File: config.mk
export PLATFORM = sky130hd
export DESIGN_NAME = alarm_arm_ctrl
export DESIGN_NICKNAME = d
export VERILOG_FILES = /design/src/rtl/alarm_arm_ctrl.sv
export SDC_FILE = /design/constraint.sdc
export NUM_CORES = 1
export LEC_CHECK = 0
export BUFFER_PORTS_ARGS = -buffer_cell sky130_fd_sc_hd__buf_4
export CAP_MARGIN = 20
export CORE_MARGIN = 1
export CORE_UTILIZATION = 50
export DETAILED_ROUTE_END_ITERATION = 8
export PLACE_DENSITY = 0.68
export SLEW_MARGIN = 20
export SYNTH_ARGS = -nofsm -noshare
export SYNTH_HDL_FRONTEND = slang
export SYNTH_SLANG_ARGS = --single-unit
export TNS_END_PERCENT = 1
File: constraint.sdc
create_clock -name iCLK -period 3.5 [get_ports iCLK]
set_clock_uncertainty 0.2 [all_clocks]
set_input_delay 0.35 -clock iCLK [delete_from_list [all_inputs] [get_ports iCLK]]
set_output_delay 0.35 -clock iCLK [all_outputs]
set_load 0.005 [all_outputs]
File: src/rtl/alarm_arm_ctrl.sv
// alarm_arm_ctrl: debounced multi-sensor arming controller with exit delay, wrong-code lockout and sticky trip record
module alarm_arm_ctrl #(
    parameter int N_SENSE = 4,
    parameter int CODE_W = 10,
    parameter logic [CODE_W-1:0] SHUTDOWN_CODE = 'h112,
    parameter int DEBOUNCE_CYC = 50000,
    parameter int ARM_DELAY_CYC = 250000000,
    parameter int MAX_TRIES = 3,
    parameter int LOCKOUT_CYC = 500000000,
    localparam int TW = $clog2(MAX_TRIES + 1)
) (
    input  logic               iCLK,
    input  logic               iRST_N,
    input  logic [N_SENSE-1:0] iSENSE,
    input  logic [N_SENSE-1:0] iSENSE_MASK,
    input  logic [CODE_W-1:0]  iCODE,
    input  logic               iCODE_STB,
    output logic               oVIDEO_ON,
    output logic               oARMED,
    output logic [N_SENSE-1:0] oTRIG_CH,
    output logic [TW-1:0]      oTRIES,
    output logic               oLOCKED,
    output logic [2:0]         oSTATE
);
    localparam int DW = $clog2(DEBOUNCE_CYC + 1);
    localparam int CMAX = ARM_DELAY_CYC > LOCKOUT_CYC ? ARM_DELAY_CYC : LOCKOUT_CYC;
    localparam int CW = $clog2(CMAX + 1);

    typedef enum logic [2:0] {
        DISARMED = 3'd0,
        ARMING   = 3'd1,
        ARMED    = 3'd2,
        ALARM    = 3'd3,
        LOCKOUT  = 3'd4
    } state_t;

    state_t state, state_n;
    logic [N_SENSE-1:0] sync1, sync2, deb, deb_d, ev, trig_n;
    logic [DW-1:0] db_cnt [N_SENSE];
    logic stb_d, sub, match;
    logic [CW-1:0] cnt, cnt_n;
    logic [TW-1:0] tries_n, tries_up;

    always_ff @(posedge iCLK or negedge iRST_N) begin
        if (!iRST_N) begin
            sync1 <= '0;
            sync2 <= '0;
            deb   <= '0;
            deb_d <= '0;
            ev    <= '0;
            stb_d <= 1'b0;
            for (int i = 0; i < N_SENSE; i++) db_cnt[i] <= '0;
        end else begin
            sync1 <= iSENSE;
            sync2 <= sync1;
            deb_d <= deb;
            ev    <= (deb ^ deb_d) & ~iSENSE_MASK;
            stb_d <= iCODE_STB;
            for (int i = 0; i < N_SENSE; i++) begin
                db_cnt[i] <= (sync2[i] != deb[i] && db_cnt[i] != DW'(DEBOUNCE_CYC - 1)) ? db_cnt[i] + 1'b1 : '0;
                if (sync2[i] != deb[i] && db_cnt[i] == DW'(DEBOUNCE_CYC - 1)) deb[i] <= sync2[i];
            end
        end
    end

    // one down-counter serves both the exit delay and the lockout, which never overlap
    always_comb begin
        sub      = iCODE_STB & ~stb_d;
        match    = iCODE == SHUTDOWN_CODE;
        tries_up = oTRIES + 1'b1;
        state_n  = state;
        cnt_n    = cnt != '0 ? cnt - 1'b1 : cnt;
        tries_n  = oTRIES;
        trig_n   = oTRIG_CH;
        case (state)
            DISARMED: begin
                tries_n = '0;
                trig_n  = '0;
                if (sub && iCODE == '0) begin
                    state_n = ARMING;
                    cnt_n   = CW'(ARM_DELAY_CYC);
                end
            end
            ARMING, ARMED, ALARM: begin
                if (state != ARMING) trig_n = oTRIG_CH | ev;
                if (state == ARMING && cnt <= CW'(1)) state_n = ARMED;
                if (state == ARMED && |ev) state_n = ALARM;
                if (sub && match) begin
                    state_n = DISARMED;
                    tries_n = '0;
                    trig_n  = '0;
                end else if (sub) begin
                    tries_n = tries_up;
                    if (tries_up == TW'(MAX_TRIES)) begin
                        state_n = LOCKOUT;
                        cnt_n   = CW'(LOCKOUT_CYC);
                    end
                end
            end
            LOCKOUT: begin
                trig_n = oTRIG_CH | ev;
                if (cnt <= CW'(1)) begin
                    state_n = ALARM;
                    tries_n = '0;
                end
            end
            default: begin
                state_n = DISARMED;
                tries_n = '0;
                trig_n  = '0;
            end
        endcase
    end

    always_ff @(posedge iCLK or negedge iRST_N) begin
        if (!iRST_N) begin
            state    <= DISARMED;
            cnt      <= '0;
            oTRIES   <= '0;
            oTRIG_CH <= '0;
        end else begin
            state    <= state_n;
            cnt      <= cnt_n;
            oTRIES   <= tries_n;
            oTRIG_CH <= trig_n;
        end
    end

    assign oSTATE    = state;
    assign oVIDEO_ON = state == ALARM || state == LOCKOUT;
    assign oARMED    = state == ARMING || state == ARMED;
    assign oLOCKED   = state == LOCKOUT;
endmodule

======== Yosys cells after proc, flatten, opt, wreduce, memory -nomap -nowiden ========
Cells that the tools add are included.
operators by class
  shift-type cells ........................ 0
  equal/unequal tests ..................... 23
  magnitude comparators ................... 1
  div/mod/pow operators ................... 0
  bitwise logic cells ..................... 6
  $add $sub $neg .......................... 6
  $mul .................................... 0
  muxes and demuxes ....................... 25
  reductions and logical operators ........ 21
operators with widths
  operator               count
  $mux 29                5
  $add 16x1->16 const B  4
  $eq 16x16->1 const B   4
  $mux 16                4
  $ne 16x16->1 const B   4
  $pmux 29 s2            1
  $le 29x1->1 const B    1
  $reduce_bool 29->1     1
  $sub 29x1->29 const B  1
  $mux 3                 7
  $logic_and 1x1->1      12
  $eq 10x9->1 const B    1
  $logic_not 10->1       1
  $pmux 3 s3             1
  $mux 4                 2
  $pmux 4 s2             1
  $eq 3x2->1 const B     2
  $mux 2                 3
  $ne 3x3->1 const B     2
  $and 4x4->4            1
  $ne 1x1->1             4
  $not 4->4              1
  $or 4x4->4             1
  $pmux 2 s2             1
  other kinds (15)       17
word-level totals
  memory bits (read-only) ................. 0
  word-level logic and storage cells ...... 99
  bits in writable memories ............... 0
  memories ................................ 0
  bits in latches ......................... 0
  output and inout port bits .............. 12
  bits in registers ....................... 123
  input bits .............................. 21

======== Depth between registers and ports, before layout ========
Gate-level depths: netlist (run 1).
  depth in word-level cells ............... 8
  mapped depth ............................ 8

======== Worst setup path after synthesis (run 1) ========
No wires, ideal clock.
  kind .................................... register -> register
  start point ............................. register cnt[0]
  end point ............................... register cnt[24]
  path buffers ............................ 1
  arrival time ............................ 2.256 ns
  path slack .............................. 0.963 ns
  cell stages (with the launch flop) ...... 9
  cell sequence ........................... dfrtp_1 > inv_1 > ha_1 > or4b_2 > clkbuf_1 > nor2_1 > nand3_1 > or3_1 > a31oi_1
on the way
  longest elaborated chain between the ends .. 6
  elaborated cells on any way between the ends .. 8
  classes of those cells .................. add/sub (1); mux (6); reduce/logical (1)
RTL lines
  item                                                 line  RTL
  start: declaration                                   41    logic [CW-1:0] cnt, cnt_n;
  start signal: assignment                             123   cnt <= cnt_n;
  $sub 29x1->29 or $reduce_bool 29->1 (tied branches)  72    cnt_n = cnt != '0 ? cnt - 1'b1 : cnt;
  $mux 29 *                                            72
  $mux 29                                              94    if (tries_up == TW'(MAX_TRIES)) begin
  $mux 29                                              92    end else if (sub) begin
  $mux 29                                              88    if (sub && match) begin
  $pmux 29 s2 *                                        75    case (state)
  named net cnt_n[24]                                  41
The timed path passes the listed nets; every way through them passes the cells marked *.
A chain may end at the register's enable or synchronous reset.

======== Worst setup path in the final report (run 1) ========
  start point ............................. register cnt[1]
  end point ............................... register cnt[1]
The elaborated chain is that of the path after synthesis.

==> impl_metrics.py, run 1 <==
metrics = {
    "outcome": {
        "status": "finished clean",
    },
    "synthesis": {
        "synth.ff_latch_count": 123,
        "yosysSeqAreaShare": 0.522,
        "syn-instance-count": 585,
        "synth_nets": 614,
        "syn_area_per_cell_um2": 10.1,
        "yosysUniqueCellTypes": 49,
        "async_reset_ff_frac": 1.00,
        "syn-cell-area_mm2": 0.00589,
        "synth_edf_count": 0,
        "yosysWarnings": 0,
        "ys.flop_type": "dfrtp_1",
    },
    "pwr": {
        "power_w": 0.00402,
        "powerDensity_mw_per_mm2": 574,
        "leakagePower_nw": 3.00,
        "irDropWorstVdd_mv": 0.444,
    },
    "floorplan": {
        "io-pin-count": 33,
        "dieArea_mm2": 0.0122,
        "coreArea_mm2": 0.0115,
        "die_h_um": 111,
        "initial_core_util": 0.514,
        "chipWidth_um": 111,
        "rows": 39,
    },
    "timing": {
        "fin_crit_sh": 0.863,
        "final_max_slew_viol_count": 0,
        "report.final.hold_viol_count": 0,
        "worst_pin_slew_ns": 0.771,
        "setup_viol": 0,
        "grt_setup_unrepaired": "false",
        "relSlewSlack": 0.484,
        "tns_ns": 0,
        "setup_slack_ns": 0.481,
        "max_freq_ghz": 0.331,
        "min_period_ns": 3.02,
    },
    "final_layout": {
        "fill_cells": 908,
        "area.growth.synth_to_final_pct": 18.8,
        "antenna_cells": 0,
        "nets": 662,
        "drive_above_1_share": 0.128,
        "final_area_mm2": 0.00700,
        "final_util": 0.611,
    },
    "cts": {
        "clockBufferDepth": 2,
        "cts.sinks": 123,
        "post_cts_buffers": 0,
        "clock_latency_ns": 0.42,
        "h-tree-depth": 4,
        "clockRootBuffer": "clkbuf_16",
        "cts_inserted_buffers": 17,
        "cts.clk_slew.worst_paths_ns": 0.06,
        "post_cts_resized": 0,
        "cts_tree": "done",
    },
    "worst_hold_path": {
        "hp-class": "flop to flop",
    },
    "setup_path": {
        "cp.required_ns": 3.64,
        "worstPathMaxFanout": 14,
        "start_kind": "flop",
        "path_class": "flop to flop",
        "cp.arrival_ns": 3.15,
        "cp-end-kind": "flop",
    },
    "route": {
        "first_pass_iters": 4,
        "ant_nets": 0,
        "wl_per_cell_um": 15.4,
        "vias": 4448,
        "routed_wl_mm": 12.1,
        "drtIter0Drc": 222,
        "post-route-drc-count": 0,
        "vias_per_cell": 5.64,
    },
    "grt": {
        "grt.overflow.total": 0,
        "grt_pass1_vias": 4555,
        "grt_antenna_before_repair": 0,
        "grt_max_degree": 69,
        "grt_pass1_wl_mm": 21.4,
        "grt_use_total": 0.219,
    },
    "placement": {
        "dpl-instance-area_mm2": 0.00628,
        "hpwl_mm": 8.18,
        "gp_congestion": 0.848,
        "dp_worst_setup_slack_ns": 0.517,
        "portBuffers": 32,
    },
    "flow_run": {
        "max-cap-violations": 0,
    },
}
-- cells in the mapped netlist, drive strengths merged (7+ instances only) --
library cell	instances	area share
dfrtp	123	0.52
nor2	97	0.062
xor2	40	0.059
nand2	34	0.022
xnor2	34	0.051
nand3	25	0.021
nand4	21	0.022
nor3	21	0.018
and3	20	0.021
a21oi	16	0.014
clkbuf	14	0.0089
o21ai	14	0.013
or3	13	0.014
or4	13	0.017
inv	9	0.0057
nor4	9	0.013
and2	8	0.0085
ha	8	0.017
o31ai	8	0.010
a31oi	7	0.0074
-- routing by layer --
layer | share of wire | vias to the layer above | GRT usage
li1 | - | 2159 | -
met1 | 0.45 | 2175 | 0.278
met2 | 0.49 | 93 | 0.350
met3 | 0.045 | 21 | 0.0576
met4 | 0.017 | 0 | 0.0987
met5 | 0 | - | 0
-- worst max-delay path, cell delays in order (launching register included) --
cell and delay, ns:
dfrtp_1 0.40, inv_1 0.14, ha_1 0.20, or3b_2 0.45, or4_4 0.59, nor4_4 0.59, nor2b_1 0.15, a211oi_2 0.21
-- layout make-up --
type	instances	area (um^2)	area share
Sequential cell	123	3080	0.440
Multi-Input combinational cell	436	2710	0.387
Clock buffer	19	453	0.0647
Timing Repair Buffer	46	383	0.0547
Tap cell	143	179	0.0255
Clock inverter	13	168	0.0239
Inverter	9	33.8	0.00482
-- cell families after synthesis --
family / count (synthesis) / synth area share
AOI/OAI and AO/OA: 57 / 0.0618
xor gates and xnor gates: 74 / 0.110
adders and majority gates: 8 / 0.0170
buffers and inverters: 26 / 0.0183
DFF: 123 / 0.522
muxes: 8 / 0.0144
and+or+nand+nor: 289 / 0.256
-- placed cells by master, fill, tap and decap left out, types with 13 or more instances in the layout --
cell type,instances
nand3_1,25
xor2_1,40
or3_1,13
clkbuf_16,17
nor3_1,21
nand2_1,34
nand4_1,21
nor2_1,96
buf_4,35
xnor2_1,34
dfrtp_1,123
a21oi_1,16
and3_1,20
-- through the flow --
step                      std cells  hold slack, ns
after global placement          747           0.127
after floorplan                 585          -0.146
after global routing            789           0.165
after CTS                       789           0.159
after detailed placement        747           0.131
final                           789           0.155
-- registers in the layout, indices dropped and copies added, names as in the netlist, 2 cells and up --
name      flops
db_cnt       64
cnt          29
deb           4
deb_d         4
ev            4
oTRIG_CH      4
sync1         4
sync2         4
oSTATE        3
oTRIES        2
-- timing repair --
| action | 4_1_cts | 5_1_grt |
|---|---|---|
| hold buffers | 10 | 0 |
| hold endpoints to repair | 40 | 0 |
| setup endpoints to repair | 0 | 0 |
-- report_power, final --
part	internal, W	switching, W	total (W)
clock network	0.00116	0.000655	0.00182
registers	0.00155	0.000154	0.00171
logic	0.000226	0.000268	0.000494
total	0.00294	0.00108	0.00402
-- final timing paths --
| check | from | to | slack (ns) | cells past startpoint |
|---|---|---|---|---|
| hold / removal | sync1[1] | sync2[1] | 0.16 | 0 |
| setup / recovery | cnt[1] | cnt[1] | 0.48 | 7 |
| setup reg to reg | cnt[1] | cnt[1] | 0.48 | 7 |
| hold reg to reg | sync1[1] | sync2[1] | 0.16 | 0 |
| min in group asynchronous | iRST_N | db_cnt[22] | 0.22 | 2 |
| max in group asynchronous | iRST_N | db_cnt[40] | 2.19 | 3 |
(Power assumes the default switching activity.)
==> run 2, diff against run 1 <==
- CORE_UTILIZATION: 50 -> 61
- PLACE_DENSITY: 0.68 -> 0.81
==> run 2 against run 1 <==
Final cell count down 1.5%. Sequential share of layout area is 0.15 points lower. Worst hold slack got worse by 0.022 ns. Core utilization grew 15 points. Sequential power hardly changed. Worst setup slack better by 0.072 ns. Highest routed layer unchanged. Sequential cell count is the same. Power rose by 3.3%.
==> impl_metrics.py, run 2 (same netlist as run 1, synthesis figures left out) <==
metrics = {
    "flow_run": {
        "max-cap-violations": 0,
    },
    "cts": {
        "clockRootBuffer": "clkbuf_8",
        "hold_buffers": 10,
        "h-tree-depth": 4,
        "cts_inserted_buffers": 17,
        "post_cts_buffers": 0,
        "post_cts_resized": 0,
        "cts.sinks": 123,
        "cts_tree": "done",
        "clockBufferDepth": 2,
        "clock_latency_ns": 0.52,
        "cts.clk_slew.worst_paths_ns": 0.06,
    },
    "pwr": {
        "pwr-share-seq": 0.410,
        "p_sw_w": 0.00107,
        "powerDensity_mw_per_mm2": 591,
        "irDropWorstVdd_mv": 0.407,
        "switching_share": 0.257,
        "p_comb_frac": 0.120,
        "p_clk_frac": 0.471,
        "intPower_w": 0.00308,
        "leakagePower_nw": 3.03,
    },
    "floorplan": {
        "initial_core_util": 0.635,
        "chipWidth_um": 100,
        "die_h_um": 100,
        "rows": 35,
        "dieArea_mm2": 0.0101,
        "coreArea_mm2": 0.00928,
        "io-pin-count": 33,
    },
    "outcome": {
        "status": "finished clean",
    },
    "route": {
        "vias": 4576,
        "post-route-drc-count": 0,
        "first_pass_iters": 4,
        "wl_per_cell_um": 16.6,
        "drtIter0Drc": 279,
        "routed_wl_mm": 12.9,
        "ant_nets": 0,
        "vias_per_cell": 5.89,
    },
    "final_layout": {
        "antenna_cells": 0,
        "area.growth.synth_to_final_pct": 19.2,
        "fill_cells": 598,
        "nets": 664,
        "final_cell_mix": "dfrtp_1 (123), nor2_1 (96), xor2_1 (40), buf_4 (38)",
        "drive_above_1_share": 0.130,
        "largest_reg_flops": 64,
        "regMostFlops": "db_cnt",
        "largestRegisters": "db_cnt (64), cnt (29)",
        "mostFrequentLayoutCell": "dfrtp_1",
    },
    "placement": {
        "portBuffers": 32,
        "gp_congestion": 0.883,
        "hpwl_mm": 8.14,
        "dp_worst_setup_slack_ns": 0.576,
    },
    "timing": {
        "min_period_ns": 2.95,
        "setup_slack_ns": 0.553,
        "fin_crit_sh": 0.842,
        "tns_ns": 0,
        "max_freq_ghz": 0.339,
        "setup_viol": 0,
        "worst_pin_slew_ns": 0.773,
        "relSlewSlack": 0.484,
        "grt_setup_unrepaired": "false",
        "report.final.hold_viol_count": 0,
        "final_max_slew_viol_count": 0,
    },
    "setup_path": {
        "path_class": "flop to flop",
        "r2r_slack_ns": 0.55,
        "cp.required_ns": 3.69,
        "worstPathMaxFanout": 14,
        "start_kind": "flop",
        "cp-end-kind": "flop",
        "cp.arrival_ns": 3.13,
    },
    "grt": {
        "grt_use_total": 0.283,
        "met2_usage": 0.476,
        "grt_util_met1": 0.340,
        "grt.busiest_layer": "met2",
        "grt_pass1_vias": 4660,
        "grt_max_degree": 64,
        "grt.overflow.total": 0,
        "grt_antenna_before_repair": 0,
        "use_met3": 0.0898,
        "grt_pass1_wl_mm": 21.9,
    },
    "worst_hold_path": {
        "hp-class": "primary input to flop",
    },
}
[run 2: metal layers]
layer,up-vias,part of all wire
met5,-,0
met4,0,0.018
met3,23,0.049
met2,111,0.52
met1,2268,0.41
li1,2174,-
[run 2: power by group through the flow]
| stage | sequential, W | combinational, W | clock (W) |
|---|---|---|---|
| after floorplan | 0.00168 | 0.000338 | 0 |
| final | 0.00170 | 0.000497 | 0.00195 |
| after CTS | 0.00170 | 0.000501 | 0.00197 |
| after global placement | 0.00171 | 0.000459 | 0 |
| after detailed placement | 0.00172 | 0.000484 | 0 |
| after global routing | 0.00172 | 0.000559 | 0.00205 |
[run 2: cell type report]
cell class              instances  area [um^2]  area share
flip-flops and latches        123         3080       0.438
multi-input cells             436         2710       0.386
clock buffers                  18          418      0.0595
repair buffers                 48          385      0.0548
clock inverters                14          241      0.0344
well taps                     129          161      0.0230
inverters                       9         33.8     0.00481
[run 2: worst max-delay path, cell delays in order (launching register included)]
cell and delay (ns):
dfrtp_1 0.40, inv_1 0.12, ha_1 0.20, or3b_2 0.45, or4_4 0.59, nor4_4 0.55
nor4_1 0.15, mux2i_1 0.15
[run 2: final timing paths]
check                               from          to  depth (start not counted)
worst min register to register  sync1[2]    sync2[2]                          0
min in group asynchronous         iRST_N  db_cnt[58]                          2
max in group asynchronous         iRST_N       ev[3]                          3
worst min-delay path            iCODE[9]     cnt[28]                          5
worst max-delay path              cnt[0]     cnt[23]                          7
worst max register to register    cnt[0]     cnt[23]                          7
[run 2: through the flow]
step	util	power, W	cells	hold WS, ns	cell area, um^2
after global routing	0.757	0.00433	777	0.140	7030
after global placement	0.675	0.00217	735	0.134	6270
final	0.757	0.00415	777	0.133	7030
after floorplan	-	0.00202	585	-0.146	5890
after detailed placement	0.675	0.00220	735	0.138	6270
after CTS	0.757	0.00416	777	0.111	7030
==> run 3, diff against run 2 <==
- ABC_AREA: unset -> 1
- CORE_UTILIZATION: 61 -> 56
- PLACE_DENSITY: 0.81 -> 0.78
- clock period: 3.5 -> 2.45 ns (I/O delays scaled with it)
==> run 3 against run 2 <==
Power is 12% higher. Synthesized cell count is 39% higher. Die area is 22% higher.
==> impl_metrics.py, run 3 <==
metrics = {
    "outcome": {
        "status": "finished clean",
    },
    "setup_path": {
        "slowest_stage": "dfrtp_1",
        "worstPathMaxFanout": 9,
        "cp.required_ns": 2.54,
        "path_class": "flop to flop",
        "max_stage_delay_ns": 0.45,
        "crit_top_cell": "nand3_1",
        "cp.arrival_ns": 2.27,
        "start_kind": "flop",
        "cp-end-kind": "flop",
        "crit_chain": "inv_2 -> ha_1 -> nand2_1 -> nor3_1 -> nand3_1 -> o21ai_0 -> nand3_1",
    },
    "final_layout": {
        "area.growth.synth_to_final_pct": 16.9,
        "antenna_cells": 0,
        "drive_above_1_share": 0.175,
        "largest_reg_flops": 64,
        "nets": 908,
        "final_area_mm2": 0.00775,
        "regMostFlops": "db_cnt",
        "mostFrequentLayoutCell": "nand2_1",
        "largestRegisters": "db_cnt (64), cnt (29)",
        "final_cell_mix": "nand2_1 (141), nor2_1 (136), dfrtp_1 (123), inv_1 (96), nand3_1 (50)",
    },
    "grt": {
        "grt_use_total": 0.262,
        "grt_max_degree": 42,
        "grt_antenna_before_repair": 0,
        "use_met3": 0.0727,
        "grt_util_met1": 0.318,
        "grt_pass1_wl_mm": 25.8,
        "met2_usage": 0.439,
        "grt.overflow.total": 0,
        "grt_pass1_vias": 5752,
        "grt.busiest_layer": "met2",
    },
    "synthesis": {
        "yosys-top-cells-area": "dfrtp_1 (46%), nand2_1 (8.0%), nor2_1 (7.7%)",
        "syn_area_per_cell_um2": 8.13,
        "yosysTopAreaCell": "dfrtp_1",
        "syn-instance-count": 816,
        "yosysUniqueCellTypes": 42,
        "syn-cell-area_mm2": 0.00663,
        "yosysTopAreaCellShare": 0.464,
        "synth.most_common_cell": "nand2_1",
        "async_reset_ff_frac": 1.00,
        "yosysWarnings": 0,
        "synth_nets": 845,
        "synth_common_cells": "nand2_1 (141), nor2_1 (136), dfrtp_1 (123)",
        "yosysSeqAreaShare": 0.464,
        "synth.ff_latch_count": 123,
        "ys.flop_type": "dfrtp_1",
        "synth_edf_count": 0,
    },
    "timing": {
        "final_max_slew_viol_count": 0,
        "setup_viol": 0,
        "report.final.hold_viol_count": 0,
        "relSlewSlack": 0.529,
        "fin_crit_sh": 0.892,
        "tns_ns": 0,
        "max_freq_ghz": 0.458,
        "min_period_ns": 2.18,
        "hold_slack_ns": 0.0652,
        "grt_setup_unrepaired": "false",
        "worst_pin_slew_ns": 0.707,
    },
    "cts": {
        "cts.clk_slew.worst_paths_ns": 0.06,
        "h-tree-depth": 4,
        "clockRootBuffer": "clkbuf_16",
        "post_cts_resized": 0,
        "hold_buffers": 10,
        "cts_tree": "done",
        "post_cts_buffers": 0,
        "clockBufferDepth": 2,
        "cts_inserted_buffers": 17,
        "cts.sinks": 123,
        "clock_latency_ns": 0.42,
    },
    "floorplan": {
        "initial_core_util": 0.579,
        "io-pin-count": 33,
        "die_h_um": 111,
        "rows": 39,
        "dieArea_mm2": 0.0123,
        "coreArea_mm2": 0.0115,
        "chipWidth_um": 111,
    },
    "placement": {
        "gp_congestion": 0.911,
        "portBuffers": 32,
        "dpl-instance-area_mm2": 0.00708,
        "hpwl_mm": 10.7,
    },
    "route": {
        "ant_nets": 0,
        "drtIter0Drc": 315,
        "vias_per_cell": 5.41,
        "post-route-drc-count": 0,
        "first_pass_iters": 5,
        "vias": 5602,
        "wl_per_cell_um": 14.3,
        "routed_wl_mm": 14.8,
    },
    "flow_run": {
        "max-cap-violations": 0,
    },
    "pwr": {
        "powerDensity_mw_per_mm2": 597,
        "irDropWorstVdd_mv": 0.611,
        "power_w": 0.00463,
        "leakagePower_nw": 3.59,
    },
    "worst_hold_path": {
        "hp-class": "primary input to flop",
    },
}
-- run 3: kinds of logic after synthesis --
logic type / after synthesis / synth area share
AND/OR/NAND/NOR: 469 / 0.352
multiplexers: 1 / 0.00170
AO/OA/AOI/OAI: 68 / 0.0588
flip-flops: 123 / 0.464
XOR/XNOR: 30 / 0.0396
adder cells (fa/ha/maj): 8 / 0.0151
buffers and inverters: 117 / 0.0692
-- run 3: path summary, 6_finish.rpt --
kind	from	endpoint	slack, ns	depth (start not counted)
worst max-delay path	cnt[0]	cnt[18]	0.27	7
worst min-delay path	iCODE[1]	cnt[16]	0.07	5
worst max register to register	cnt[0]	cnt[18]	0.27	7
worst min register to register	sync1[3]	sync2[3]	0.15	0
max in group asynchronous	iRST_N	cnt[13]	1.22	3
min in group asynchronous	iRST_N	db_cnt[24]	0.17	2
-- run 3: layout make-up --
cell class,instances,area [um^2]
inverters,112,425
clock buffers,19,453
clock inverters,13,116
multi-input cells,576,3100
well taps,143,179
flip-flops and latches,123,3080
repair buffers,49,405
fillers,902,3710
-- run 3: through the flow --
step / utilization / setup WS (ns) / instances
2_1_floorplan: - / 0.595 / 816
3_3_place_gp: 0.618 / 0.396 / 993
3_5_place_dp: 0.618 / 0.305 / 993
4_1_cts: 0.676 / 0.290 / 1035
5_1_grt: 0.676 / 0.0914 / 1035
6_report: 0.676 / 0.265 / 1035
-- run 3: layer usage --
metal,vias up,share of wire
li1,2770,-
met1,2664,0.42
met2,136,0.50
met3,32,0.050
met4,0,0.023
met5,-,0
-- run 3: where the power goes --
group | switching, W | internal (W)
Sequential | 0.0000168 | 0.00206
Combinational | 0.0000956 | 0.0000680
Clock | 0.000940 | 0.00145
Total | 0.00105 | 0.00358
-- run 3: critical path: cells and delay by family, from the launching register on --
family	cells	cell delay [ns]
adders and majority gates	1	0.24
AOI/OAI and AO/OA	1	0.27
and+or+nand+nor	4	0.72
buffers and inverters	1	0.18
DFF	1	0.45
